### config.mk
export PLATFORM = sky130hd
export DESIGN_NAME = avst_adder_arbiter_flat
export DESIGN_NICKNAME = d
export VERILOG_FILES = /design/src/rtl/avst_adder_arbiter_pkg.sv /design/src/rtl/avst_adder_arbiter_if.sv /design/src/rtl/avst_adder_arbiter_tag_fifo.sv /design/src/rtl/avst_adder_arbiter.sv /design/src/flat_wrapper.sv
export SDC_FILE = /design/constraint.sdc
export NUM_CORES = 1
export LEC_CHECK = 0
export CORE_MARGIN = 3
export CORE_UTILIZATION = 38
export DETAILED_ROUTE_END_ITERATION = 6
export PLACE_DENSITY_LB_ADDON = 0.25
export SLEW_MARGIN = 20
export SYNTH_ARGS = -nofsm -noshare
export SYNTH_HDL_FRONTEND = slang
export SYNTH_SLANG_ARGS = --single-unit
### constraint.sdc
create_clock -name clk -period 5.4 [get_ports clk]
set_clock_uncertainty 0.05 [all_clocks]
set_input_delay 0.81 -clock clk [delete_from_list [all_inputs] [get_ports clk]]
set_output_delay 0.81 -clock clk [all_outputs]
set_load 0.005 [all_outputs]
### src/rtl/avst_adder_arbiter_pkg.sv
// Shared types for the adder arbiter: FSM state encoding and stream beat width.
package avst_adder_arbiter_pkg;

    localparam int BEAT_W = 8;

    typedef enum logic {
        IDLE = 1'b0,
        FWD  = 1'b1
    } arb_state_t;

endpackage

### src/rtl/avst_adder_arbiter_if.sv
// Bundle of requester, adder sink/source and consumer streams around the arbiter.
// master = surrounding system (requesters, adder, consumer); slave = the arbiter.
interface avst_adder_arbiter_if #(
    parameter int NUM_REQ = 4
);
    import avst_adder_arbiter_pkg::*;

    localparam int CH_W = $clog2(NUM_REQ);

    logic [BEAT_W*NUM_REQ-1:0] req_data;
    logic [NUM_REQ-1:0]        req_end;
    logic [NUM_REQ-1:0]        req_valid;
    logic [NUM_REQ-1:0]        req_ready;

    logic [BEAT_W-1:0]         add_data;
    logic                      add_end;
    logic                      add_valid;
    logic                      add_ready;

    logic [BEAT_W-1:0]         res_data;
    logic                      res_end;
    logic                      res_valid;
    logic                      res_ready;

    logic [BEAT_W-1:0]         out_data;
    logic                      out_end;
    logic [CH_W-1:0]           out_channel;
    logic                      out_valid;
    logic                      out_ready;

    logic                      err_orphan;

    modport master (
        output req_data, req_end, req_valid, add_ready,
        output res_data, res_end, res_valid, out_ready,
        input  req_ready, add_data, add_end, add_valid, res_ready,
        input  out_data, out_end, out_channel, out_valid, err_orphan
    );

    modport slave (
        input  req_data, req_end, req_valid, add_ready,
        input  res_data, res_end, res_valid, out_ready,
        output req_ready, add_data, add_end, add_valid, res_ready,
        output out_data, out_end, out_channel, out_valid, err_orphan
    );

endinterface

### src/rtl/avst_adder_arbiter_tag_fifo.sv
// Small synchronous FIFO of channel tags; head valid combinationally, one-cycle push-to-head.
// No internal backpressure: caller must not push when full or pop when empty.
module avst_tag_fifo #(
    parameter int DEPTH = 2,
    parameter int W     = 2
) (
    input  logic         clk,
    input  logic         reset,
    input  logic         push,
    input  logic [W-1:0] push_data,
    input  logic         pop,
    output logic [W-1:0] head,
    output logic         full,
    output logic         empty
);
    localparam int PTR_W = (DEPTH > 1) ? $clog2(DEPTH) : 1;
    localparam int CNT_W = $clog2(DEPTH + 1);

    logic [W-1:0]     mem [DEPTH];
    logic [PTR_W-1:0] wr_ptr;
    logic [PTR_W-1:0] rd_ptr;
    logic [CNT_W-1:0] count;

    function automatic logic [PTR_W-1:0] ptr_inc(input logic [PTR_W-1:0] p);
        return (p == PTR_W'(DEPTH - 1)) ? '0 : p + PTR_W'(1);
    endfunction

    always_ff @(posedge clk) begin
        if (push) begin
            mem[wr_ptr] <= push_data;
        end
    end

    always_ff @(posedge clk) begin
        if (reset) begin
            wr_ptr <= '0;
            rd_ptr <= '0;
            count  <= '0;
        end else begin
            if (push) begin
                wr_ptr <= ptr_inc(wr_ptr);
            end
            if (pop) begin
                rd_ptr <= ptr_inc(rd_ptr);
            end
            case ({push, pop})
                2'b10:   count <= count + CNT_W'(1);
                2'b01:   count <= count - CNT_W'(1);
                default: count <= count;
            endcase
        end
    end

    assign full  = (count == CNT_W'(DEPTH));
    assign empty = (count == '0);
    // Storage is not reset, so hide stale entries behind empty.
    assign head  = empty ? '0 : mem[rd_ptr];

endmodule

### src/rtl/avst_adder_arbiter.sv
// Packet-level round-robin arbiter sharing one adder; grant one cycle after valid in IDLE, beats and results pass combinationally.
// Granted requester sees add_ready directly; result stream stalls on out_ready or when no tag is outstanding.
module avst_adder_arbiter
    import avst_adder_arbiter_pkg::*;
#(
    parameter int NUM_REQ   = 4,
    parameter int TAG_DEPTH = 2
) (
    input  logic                clk,
    input  logic                reset,
    avst_adder_arbiter_if.slave bus
);
    localparam int CH_W = $clog2(NUM_REQ);

    arb_state_t         state;
    arb_state_t         state_nxt;
    logic [CH_W-1:0]    g;
    logic [CH_W-1:0]    rr;
    logic               err_orphan_q;

    logic               grant;
    logic               end_xfer;
    logic               tag_full;
    logic               tag_empty;
    logic [CH_W-1:0]    tag_head;
    logic               res_ready_v;
    logic               tag_pop;

    logic [NUM_REQ-1:0] req_ready_v;
    logic [BEAT_W-1:0]  add_data_v;
    logic               add_end_v;
    logic               add_valid_v;

    // Lowest offset from ptr wins, wrapping modulo NUM_REQ.
    function automatic logic [CH_W-1:0] rr_pick(input logic [NUM_REQ-1:0] v,
                                                input logic [CH_W-1:0]    ptr);
        logic [CH_W-1:0] pick;
        int              idx;
        pick = ptr;
        for (int k = NUM_REQ - 1; k >= 0; k--) begin
            idx = (int'(ptr) + k) % NUM_REQ;
            if (v[idx]) begin
                pick = CH_W'(idx);
            end
        end
        return pick;
    endfunction

    function automatic logic [CH_W-1:0] next_idx(input logic [CH_W-1:0] i);
        return (i == CH_W'(NUM_REQ - 1)) ? '0 : i + CH_W'(1);
    endfunction

    assign grant    = (state == IDLE) && (|bus.req_valid) && !tag_full;
    assign end_xfer = (state == FWD) && add_valid_v && bus.add_ready && add_end_v;

    always_ff @(posedge clk) begin
        if (reset) begin
            state        <= IDLE;
            g            <= '0;
            rr           <= '0;
            err_orphan_q <= 1'b0;
        end else begin
            state <= state_nxt;
            if (grant) begin
                g <= rr_pick(bus.req_valid, rr);
            end
            if (end_xfer) begin
                rr <= next_idx(g);
            end
            if (bus.res_valid && tag_empty) begin
                err_orphan_q <= 1'b1;
            end
        end
    end

    always_comb begin
        state_nxt = state;
        case (state)
            IDLE:    if (grant)    state_nxt = FWD;
            FWD:     if (end_xfer) state_nxt = IDLE;
            default: state_nxt = IDLE;
        endcase
    end

    always_comb begin
        req_ready_v = '0;
        add_data_v  = '0;
        add_end_v   = 1'b0;
        add_valid_v = 1'b0;
        if (state == FWD) begin
            add_data_v     = bus.req_data[int'(g)*BEAT_W +: BEAT_W];
            add_end_v      = bus.req_end[g];
            add_valid_v    = bus.req_valid[g];
            req_ready_v[g] = bus.add_ready;
        end
    end

    avst_tag_fifo #(
        .DEPTH (TAG_DEPTH),
        .W     (CH_W)
    ) u_tag_fifo (
        .clk       (clk),
        .reset     (reset),
        .push      (end_xfer),
        .push_data (g),
        .pop       (tag_pop),
        .head      (tag_head),
        .full      (tag_full),
        .empty     (tag_empty)
    );

    assign res_ready_v = bus.out_ready && !tag_empty;
    assign tag_pop     = bus.res_valid && res_ready_v && bus.res_end;

    assign bus.req_ready   = req_ready_v;
    assign bus.add_data    = add_data_v;
    assign bus.add_end     = add_end_v;
    assign bus.add_valid   = add_valid_v;
    assign bus.res_ready   = res_ready_v;
    assign bus.out_data    = bus.res_data;
    assign bus.out_end     = bus.res_end;
    assign bus.out_channel = tag_head;
    assign bus.out_valid   = bus.res_valid && !tag_empty;
    assign bus.err_orphan  = err_orphan_q;

endmodule

### src/flat_wrapper.sv
// flat-port wrapper written by rule: the top's interface ports become plain ports
module avst_adder_arbiter_flat import avst_adder_arbiter_pkg::*;
#(
    parameter int NUM_REQ   = 4,
    parameter int TAG_DEPTH = 2
)
  (clk, reset, bus_req_data, bus_req_end, bus_req_valid, bus_add_ready, bus_res_data, bus_res_end, bus_res_valid, bus_out_ready, bus_req_ready, bus_add_data, bus_add_end, bus_add_valid, bus_res_ready, bus_out_data, bus_out_end, bus_out_channel, bus_out_valid, bus_err_orphan);
  avst_adder_arbiter_if #(.NUM_REQ(NUM_REQ)) bus_i ();
  input  logic clk;
  input  logic reset;
  input wire logic [$bits(bus_i.req_data)-1:0] bus_req_data;
  input wire logic [$bits(bus_i.req_end)-1:0] bus_req_end;
  input wire logic [$bits(bus_i.req_valid)-1:0] bus_req_valid;
  input wire logic [$bits(bus_i.add_ready)-1:0] bus_add_ready;
  input wire logic [$bits(bus_i.res_data)-1:0] bus_res_data;
  input wire logic [$bits(bus_i.res_end)-1:0] bus_res_end;
  input wire logic [$bits(bus_i.res_valid)-1:0] bus_res_valid;
  input wire logic [$bits(bus_i.out_ready)-1:0] bus_out_ready;
  output wire logic [$bits(bus_i.req_ready)-1:0] bus_req_ready;
  output wire logic [$bits(bus_i.add_data)-1:0] bus_add_data;
  output wire logic [$bits(bus_i.add_end)-1:0] bus_add_end;
  output wire logic [$bits(bus_i.add_valid)-1:0] bus_add_valid;
  output wire logic [$bits(bus_i.res_ready)-1:0] bus_res_ready;
  output wire logic [$bits(bus_i.out_data)-1:0] bus_out_data;
  output wire logic [$bits(bus_i.out_end)-1:0] bus_out_end;
  output wire logic [$bits(bus_i.out_channel)-1:0] bus_out_channel;
  output wire logic [$bits(bus_i.out_valid)-1:0] bus_out_valid;
  output wire logic [$bits(bus_i.err_orphan)-1:0] bus_err_orphan;
  assign bus_i.req_data = bus_req_data;
  assign bus_i.req_end = bus_req_end;
  assign bus_i.req_valid = bus_req_valid;
  assign bus_i.add_ready = bus_add_ready;
  assign bus_i.res_data = bus_res_data;
  assign bus_i.res_end = bus_res_end;
  assign bus_i.res_valid = bus_res_valid;
  assign bus_i.out_ready = bus_out_ready;
  assign bus_req_ready = bus_i.req_ready;
  assign bus_add_data = bus_i.add_data;
  assign bus_add_end = bus_i.add_end;
  assign bus_add_valid = bus_i.add_valid;
  assign bus_res_ready = bus_i.res_ready;
  assign bus_out_data = bus_i.out_data;
  assign bus_out_end = bus_i.out_end;
  assign bus_out_channel = bus_i.out_channel;
  assign bus_out_valid = bus_i.out_valid;
  assign bus_err_orphan = bus_i.err_orphan;
  avst_adder_arbiter #(.NUM_REQ(NUM_REQ), .TAG_DEPTH(TAG_DEPTH)) u_core (.clk(clk), .reset(reset), .bus(bus_i));
endmodule
After elaboration in Yosys (flattened, before gate mapping). Memory sizes are Yosys's and may differ from the RTL's. A register that Yosys moved wholly into a read port is not among the register bits. Index checks and enable logic that the tools add are counted.

Bits in registers: 10. RAM bits: 4. Output and inout bits: 28. Logic and storage cells: 88. Memories kept: 1.

Memories: u_core.u_tag_fifo.mem (depth 2, bits a word 2, rd ports 1, clocked after memory_dff 1, wr ports 1, RTL line avst_adder_arbiter_tag_fifo.sv:19) `logic [W-1:0] mem [DEPTH];`.

$add $sub $neg: 8. Order comparisons: 6. Equal/unequal tests: 4. Shift-type cells: 1. Mux-type cells: 37. Bitwise gates (word level): 5. Reductions and logical operators: 19.

Operators with widths (count): $shiftx A32 B6 Y8 (1); $mux W1 (20); $bmux W1 S2 (6); $lt A3 B4 Y1 const B (3); $mux W2 (6); $logic_and A1 B1 Y1 (11); $mux W8 (1); $add A2 B1 Y2 const B (3); $eq A2 B2 Y1 const B (3); $lt A2 B3 Y1 const B (2); $reduce_or A2 Y1 (3); $add A2 B2 Y2 const B (2); $and A4 B4 Y4 (1); $mux W4 (1); $pmux W2 S2 (1); $reduce_or A4 Y1 (1); $and A1 B1 Y1 const A (3); $add A1 B1 Y1 const B (2); $demux W1 S2 (1); $eq A2 B1 Y1 const B (1); $ge A2 B1 Y1 const B (1); $logic_not A1 Y1 (2); $logic_not A2 Y1 (1); $pmux W1 S2 (1); other kinds (3) (3).

Depth between registers and ports, before layout. Gate-level depths: netlist (run 1).

Word-level depth: 10. Gate-level depth with buffers: 9. Gate-level depth less buffers: 7.

By module. A second synthesis (run 1) with hierarchy kept.

Cells, all modules: 112. Area total of the unflattened synthesis: 1143.6 µm².

By module, submodules not included: avst_adder_arbiter (instances 1, cells each 82, area an instance 790.8 µm²); avst_tag_fifo (instances 1, cells each 30, area an instance 352.8 µm²).

Worst setup path before layout (run 1). No wires, ideal clock.

Kind: input to register. Start point: input port bus_req_end[3]. End point: register u_core.u_tag_fifo.count[1]. Setup time: 0.071 ns. Data arrival time: 2.375 ns. Required time: 5.279 ns. Slack: 2.904 ns. Stages: 7. Cells stage by stage: mux4_2 > and3_1 > buf_6 > inv_1 > ha_1 > or3_1 > a21oi_1.

Longest elaborated chain between the ends: 6.

RTL lines: from (decl) (RTL line flat_wrapper.sv:12) `input wire logic [$bits(bus_i.req_end)-1:0] bus_req_end;`; $bmux W1 S2 (*) (RTL line avst_adder_arbiter.sv:92) `add_end_v = bus.req_end[g];`; $mux W1 (implied by the code) (*) (RTL line avst_adder_arbiter.sv:92); $mux W1 (*) (RTL line avst_adder_arbiter.sv:90) `if (state == FWD) begin`; $logic_and A1 B1 Y1 (*) (RTL line avst_adder_arbiter.sv:54) `assign end_xfer = (state == FWD) && add_valid_v && bus.add_ready && add_end_v;`; $eq A2 B1 Y1 / $eq A2 B2 Y1 (equally long branches) (RTL line avst_adder_arbiter_tag_fifo.sv:46) `case ({push, pop})`; $pmux W2 S2 / $reduce_bool A2 Y1 (equally long branches); to (signal assigned) (RTL line avst_adder_arbiter_tag_fifo.sv:47) `2'b10: count <= count + CNT_W'(1);`; to (signal assigned) (RTL line avst_adder_arbiter_tag_fifo.sv:48) `2'b01: count <= count - CNT_W'(1);`; to (signal assigned) (RTL line avst_adder_arbiter_tag_fifo.sv:49) `default: count <= count;`; to (decl) (RTL line avst_adder_arbiter_tag_fifo.sv:22) `logic [CNT_W-1:0] count;`.

Mark *: on every way between the ends. The rest lies on a longest branch, timed or not. The select of a mux whose other input is x is not followed. A chain may end at the register's enable or synchronous reset.

Worst setup path in the final report (run 1).
Start point: input port bus_req_valid[3]. End point: output port bus_add_valid.

Longest elaborated chain between the ends: 3.

RTL lines: from (decl) (RTL line flat_wrapper.sv:13) `input wire logic [$bits(bus_i.req_valid)-1:0] bus_req_valid;`; $bmux W1 S2 (RTL line avst_adder_arbiter.sv:93) `add_valid_v = bus.req_valid[g];`; $mux W1 (implied by the code) (RTL line avst_adder_arbiter.sv:93); $mux W1 (RTL line avst_adder_arbiter.sv:90); to (decl) (RTL line flat_wrapper.sv:22) `output wire logic [$bits(bus_i.add_valid)-1:0] bus_add_valid;`.

No other way between the ends. The select of a mux whose other input is x is not followed.

==> impl_metrics.py, run 1 <==
metrics = {
    "power_and_ir_drop": {
        "pwr-share-comb_pct": 39.3,
        "switching_share_pct": 28.5,
        "seqPwrFrac_pct": 41.8,
        "pwr-share-clk_pct": 18.9,
        "powerDensity_nw_per_um2": 187,
        "power.net_switching_uw": 98.3,
        "leakagePower_uw": 0.000685,
        "internal_power_uw": 246,
        "ir_drop_uv": 134,
    },
    "outcome": {
        "run_status": "completed",
    },
    "finish": {
        "fill_cells": 255,
        "layout.nets": 235,
        "area_growth_pct": 52.2,
        "final_area_sq_um": 1840,
        "fin_util_pct": 63.5,
        "drive_above_1_share_pct": 9.71,
        "diodes": 0,
        "fin_cells": 217,
    },
    "drt": {
        "drt_iter0_drc": 38,
        "ant_nets": 0,
        "drt_first_pass_iters": 4,
        "route.detailed.drc": 0,
        "routedWlPerCell_um": 15.8,
        "wirelength_um": 3430,
        "dr_total_vias": 1138,
        "routed_via_density": 5.24,
    },
    "logic_synthesis": {
        "synthSimpleGateAreaFrac_pct": 21.8,
        "synth_top_cell_area_share_pct": 18.6,
        "syn_area_per_cell_sq_um": 10.0,
        "synthXorXnorAreaFrac_pct": 2.17,
        "synth.largest_area_cell": "mux4_2",
        "synthMuxAreaShare_pct": 22.8,
        "synth_compound_area_share_pct": 9.62,
        "synth.top_cells.by_area": "mux4_2 (19%), dfxtp_1 (18%), edfxtp_1 (9.9%)",
        "ys_ff_latch": 15,
        "synth_fp_nets": 180,
        "syn_area_sq_um": 1210,
        "synth_cell_types": 34,
        "synth_top_family_by_area": "multiplexers",
        "synth_fa_ha_area_share_pct": 5.17,
        "synthCells": 121,
        "ys_warn_count": 0,
        "seq_area_frac_synth_pct": 28.1,
    },
    "die": {
        "initial_core_util_pct": 41.7,
        "core-area_sq_um": 2900,
        "io_pins": 82,
        "die_area_sq_um": 3900,
        "dieWidth_um": 62.4,
        "rows": 19,
        "die_h_um": 62.4,
    },
    "timing": {
        "max_freq_mhz": 298,
        "rsz0062_at_grt": "no",
        "fin_ws_ps": 2040,
        "drv_slew": 0,
        "finalCritPeriodShare_pct": 62.2,
        "hold_viol": 0,
        "fin_crit_ps": 3360,
        "maxSlewHeadroom_pct": 42.2,
        "fin_tns_setup_ps": 0,
        "setup_viol": 0,
        "tightest_slew_ps": 866,
    },
    "setup_path": {
        "worstReg2RegEnd": "u_core.u_tag_fifo.count[1]",
        "r2r_setup_slack_ps": 2560,
        "cp-startpoint": "bus_req_valid[3]",
        "critPathKind": "in -> out",
        "start_kind": "input pin",
        "rr_worst_depth": 6,
        "r2r_start": "u_core.g[0]",
        "crit_path_max_fanout": 9,
        "cp.required_ps": 4540,
        "cp.arrival_ps": 2500,
        "end_kind": "output port",
    },
    "global_routing": {
        "grt_pass1_wl_um": 5440,
        "grt_pass1_vias": 1107,
        "grt_overflow": 0,
        "grt_max_degree": 20,
        "antenna_found_initial": 0,
        "track_usage_pct": 17.7,
    },
    "cts": {
        "cts_tree": "built",
        "clkLatencyLatePin_ps": 290,
        "cts-hold-fix-buffers": 0,
        "path_clk_slew_ps": 90,
        "cts.sinks": 15,
        "post_cts_buffers": 0,
        "h-tree-depth": 1,
        "postCtsResizedCells": 0,
        "cts.root.buffer_cell": "clkbuf_4",
        "numCtsBuffers": 3,
        "clockBufferDepth": 2,
    },
    "placed_design": {
        "io_buffers": 65,
        "hpwl_um": 2770,
        "place_inst": 213,
        "place_area_sq_um": 1810,
        "gp_congestion": 0.789,
        "pre_cts_slack_ps": 2040,
    },
    "worst_hold_path": {
        "hold_start": "u_core.bus.err_orphan",
        "hold_path.class": "reg -> reg",
        "hold_depth": 2,
        "hold_end": "u_core.bus.err_orphan",
    },
    "job": {
        "maxCapViolCount": 0,
    },
}
-- cells in the mapped netlist --
library cell   n
and3b_1        1
buf_6          1
o2111ai_1      1
a311oi_1       3
o21ai_0        3
or3_1          1
edfxtp_1       4
a31o_2         1
buf_4          9
nor4_1         2
mux4_2        10
a31o_1         1
a41o_1         1
o21bai_1       2
buf_1          1
xor2_1         2
a21oi_1        2
mux2i_1        2
xnor2_1        1
a31oi_1        1
buf_2          1
nor2b_1        9
and2_1        12
a21boi_0       1
dfxtp_1       11
nand2b_1       1
nor2_1        10
clkbuf_1       3
and3_1         5
nor3_1         3
mux2_4         2
or4_1          2
inv_1          7
ha_1           5
-- worst max-delay path, cell delays in order --
cell	delay [ps]
clkdlybuf4s50_1	530
mux4_2	540
and2_1	170
clkdlybuf4s50_1	450
-- logic make-up after synthesis --
kind of cell	Yosys count
simple gates	46
buf+inv	22
xor+xnor	3
compound gates	16
mux	14
flops	15
fa+ha+maj	5
-- final cells by class --
cell class,instances,area (sq um),share of cell area (%)
clock inverter,1,5.00,0.272
sequential,15,340,18.5
inverter,7,26.3,1.43
clock buffer,3,22.5,1.22
multi-input combinational,84,744,40.4
tap,42,52.6,2.85
timing repair buffer,65,651,35.3
-- metrics by stage --
| stage | hold WS (ps) | power (uW) |
|---|---|---|
| 2_1_floorplan | 410 | 208 |
| 3_3_place_gp | 399 | 278 |
| 3_5_place_dp | 415 | 283 |
| 4_1_cts | 438 | 348 |
| 5_1_grt | 483 | 364 |
| 6_report | 440 | 344 |
-- registers in the layout, summed over array words and instances, names as in the netlist, named ones only --
signal,count
u_core.u_tag_fifo.wr_ptr,1
u_core.state,1
u_core.bus.err_orphan,1
u_core.u_tag_fifo.rd_ptr,1
u_core.u_tag_fifo.mem,4
u_core.rr,2
u_core.u_tag_fifo.count,2
u_core.g,2
-- worst max-delay path by stage --
| stage | end |
|---|---|
| floorplan | u_core.u_tag_fifo.count[1] |
| global placement | bus_add_valid |
| detailed placement | bus_add_valid |
| CTS | bus_add_end |
| global route | bus_add_end |
| finish | bus_add_valid |
-- metal layers --
layer  track usage [%]  routed length (um)
met2              32.4                1910
met4              5.79                  74
met1              19.6                1290
met3              4.68                 156
met5                 0                   0
-- cells in the final DEF (no fill, tap or decap), drive strengths merged --
| cell | netlist | layout |
|---|---|---|
| and3b | 1 | 1 |
| ha | 5 | 5 |
| mux2i | 2 | 2 |
| mux4 | 10 | 10 |
| o2111ai | 1 | 1 |
| a31o | 2 | 2 |
| clkinv | 0 | 1 |
| a21boi | 1 | 1 |
| edfxtp | 4 | 4 |
| o21ai | 3 | 3 |
| a21oi | 2 | 2 |
| nand2b | 1 | 1 |
| or4 | 2 | 2 |
| nor2 | 10 | 10 |
| a41o | 1 | 1 |
| nor2b | 9 | 9 |
| mux2 | 2 | 2 |
| dfxtp | 11 | 11 |
| clkdlybuf4s50 | 0 | 65 |
| a31oi | 1 | 1 |
| xnor2 | 1 | 1 |
| xor2 | 2 | 2 |
| a311oi | 3 | 3 |
| o21bai | 2 | 2 |
| clkbuf | 3 | 3 |
| and2 | 12 | 12 |
| or3 | 1 | 1 |
| and3 | 5 | 5 |
| nor4 | 2 | 2 |
| inv | 7 | 7 |
| nor3 | 3 | 3 |
-- power groups by stage --
stage               clock [uW]  sequential (uW)  combinational, uW
finish                    65.1              144                135
global route              71.3              148                145
CTS                       66.9              145                136
detailed placement           0              147                136
global placement             0              147                131
floorplan                    0              131               76.3
Power figures use the tool's default switching activity.
==> run 2, diff against run 1 <==
CORE_UTILIZATION = 36   (was 38)
clock period = 3.25 ns   (was 5.4 ns; I/O delays follow)
==> impl_metrics.py, run 2 (same netlist as run 1, synthesis figures left out) <==
metrics = {
    "outcome": {
        "run_status": "completed",
    },
    "cts": {
        "clkLatencyLatePin_ps": 290,
        "numCtsBuffers": 3,
        "post_cts_buffers": 0,
        "cts.sinks": 15,
        "clockBufferDepth": 2,
        "h-tree-depth": 1,
        "path_clk_slew_ps": 100,
        "cts.root.buffer_cell": "clkbuf_4",
        "cts-hold-fix-buffers": 0,
        "postCtsResizedCells": 0,
        "cts_tree": "built",
    },
    "setup_path": {
        "cp.required_ps": 2710,
        "cp.arrival_ps": 2200,
        "start_kind": "input pin",
        "end_kind": "output port",
        "crit_path_max_fanout": 9,
        "critPathKind": "in -> out",
    },
    "placed_design": {
        "io_buffers": 65,
        "hpwl_um": 2800,
        "gp_congestion": 0.829,
        "place_inst": 218,
    },
    "finish": {
        "layout.nets": 238,
        "final_common_cell": "clkdlybuf4s50_1",
        "drive_above_1_share_pct": 11.2,
        "fin_cells": 222,
        "fill_cells": 272,
        "largest_reg_flops": 4,
        "mostFrequentLayoutCells": "clkdlybuf4s50_1 (65), and2_1 (12), dfxtp_1 (11)",
        "largest_register": "u_core.u_tag_fifo.mem",
        "area_growth_pct": 54.5,
        "diodes": 0,
    },
    "die": {
        "rows": 20,
        "io_pins": 82,
        "dieWidth_um": 64.0,
        "die_area_sq_um": 4090,
        "initial_core_util_pct": 38.7,
        "die_h_um": 64.0,
        "core-area_sq_um": 3130,
    },
    "timing": {
        "hold_viol": 0,
        "tightest_slew_ps": 528,
        "setup_viol": 0,
        "finalCritPeriodShare_pct": 84.3,
        "rsz0062_at_grt": "no",
        "fin_crit_ps": 2740,
        "drv_slew": 0,
        "maxSlewHeadroom_pct": 64.8,
        "max_freq_mhz": 365,
        "fin_tns_setup_ps": 0,
    },
    "global_routing": {
        "track_usage_pct": 17.2,
        "grt_pass1_vias": 1183,
        "grt_pass1_wl_um": 5490,
        "grt_max_degree": 20,
        "antenna_found_initial": 0,
        "grt_overflow": 0,
    },
    "drt": {
        "ant_nets": 0,
        "routedWlPerCell_um": 15.5,
        "drt_iter0_drc": 53,
        "routed_via_density": 5.06,
        "dr_total_vias": 1124,
        "drt_first_pass_iters": 4,
        "route.detailed.drc": 0,
        "wirelength_um": 3440,
    },
    "power_and_ir_drop": {
        "ir_drop_uv": 110,
        "leakagePower_uw": 0.000698,
        "powerDensity_nw_per_um2": 313,
    },
    "worst_hold_path": {
        "hold_path.class": "reg -> reg",
    },
    "job": {
        "maxCapViolCount": 0,
    },
}
[run 2: cell type report]
type / count / area (sq um) / share of cell area [%]
Multi-Input combinational cell: 84 / 744 / 39.8
Clock inverter: 1 / 7.51 / 0.402
Timing Repair Buffer: 68 / 673 / 36.0
Clock buffer: 3 / 22.5 / 1.20
Sequential cell: 15 / 340 / 18.2
Inverter: 7 / 26.3 / 1.41
Tap cell: 44 / 55.1 / 2.95
[run 2: path summary, 6_finish.rpt]
path                    startpoint                          to  slack, ps  cells after the start
min reg2reg  u_core.bus.err_orphan       u_core.bus.err_orphan        440                      2
min          u_core.bus.err_orphan       u_core.bus.err_orphan        440                      2
max               bus_req_valid[3]               bus_add_valid        510                      4
max reg2reg            u_core.g[0]  u_core.u_tag_fifo.count[1]        770                      7
[run 2: report_power, final]
part | switching (uW) | total (uW) | leakage [uW] | internal, uW
registers | 23.9 | 228 | 0.000127 | 205
logic | 80.3 | 244 | 0.000557 | 163
clock network | 65.5 | 112 | 0.0000139 | 46.9
total | 170 | 585 | 0.000698 | 415
[run 2: metrics by stage]
stage,utilization (%),hold WS (ps),area [sq um],total power [uW],worst slack [ps]
global route,59.8,500,1870,619,449
CTS,59.8,450,1870,591,507
global placement,58.8,400,1840,470,511
floorplan,-,410,1210,345,1060
finish,59.8,438,1870,585,509
detailed placement,58.8,422,1840,478,398
[run 2: routing by layer]
metal,vias to the layer above,global-route usage (%),wire (um)
li1,549,-,-
met1,528,18.6,1380
met2,38,31.1,1830
met3,9,3.16,152
met4,0,9.16,88
met5,-,0,0
[run 2: worst max-delay path, stage by stage]
cell             delay, ps
clkdlybuf4s50_1        530
mux4_2                 550
and2_1                 180
clkdlybuf4s50_1        450
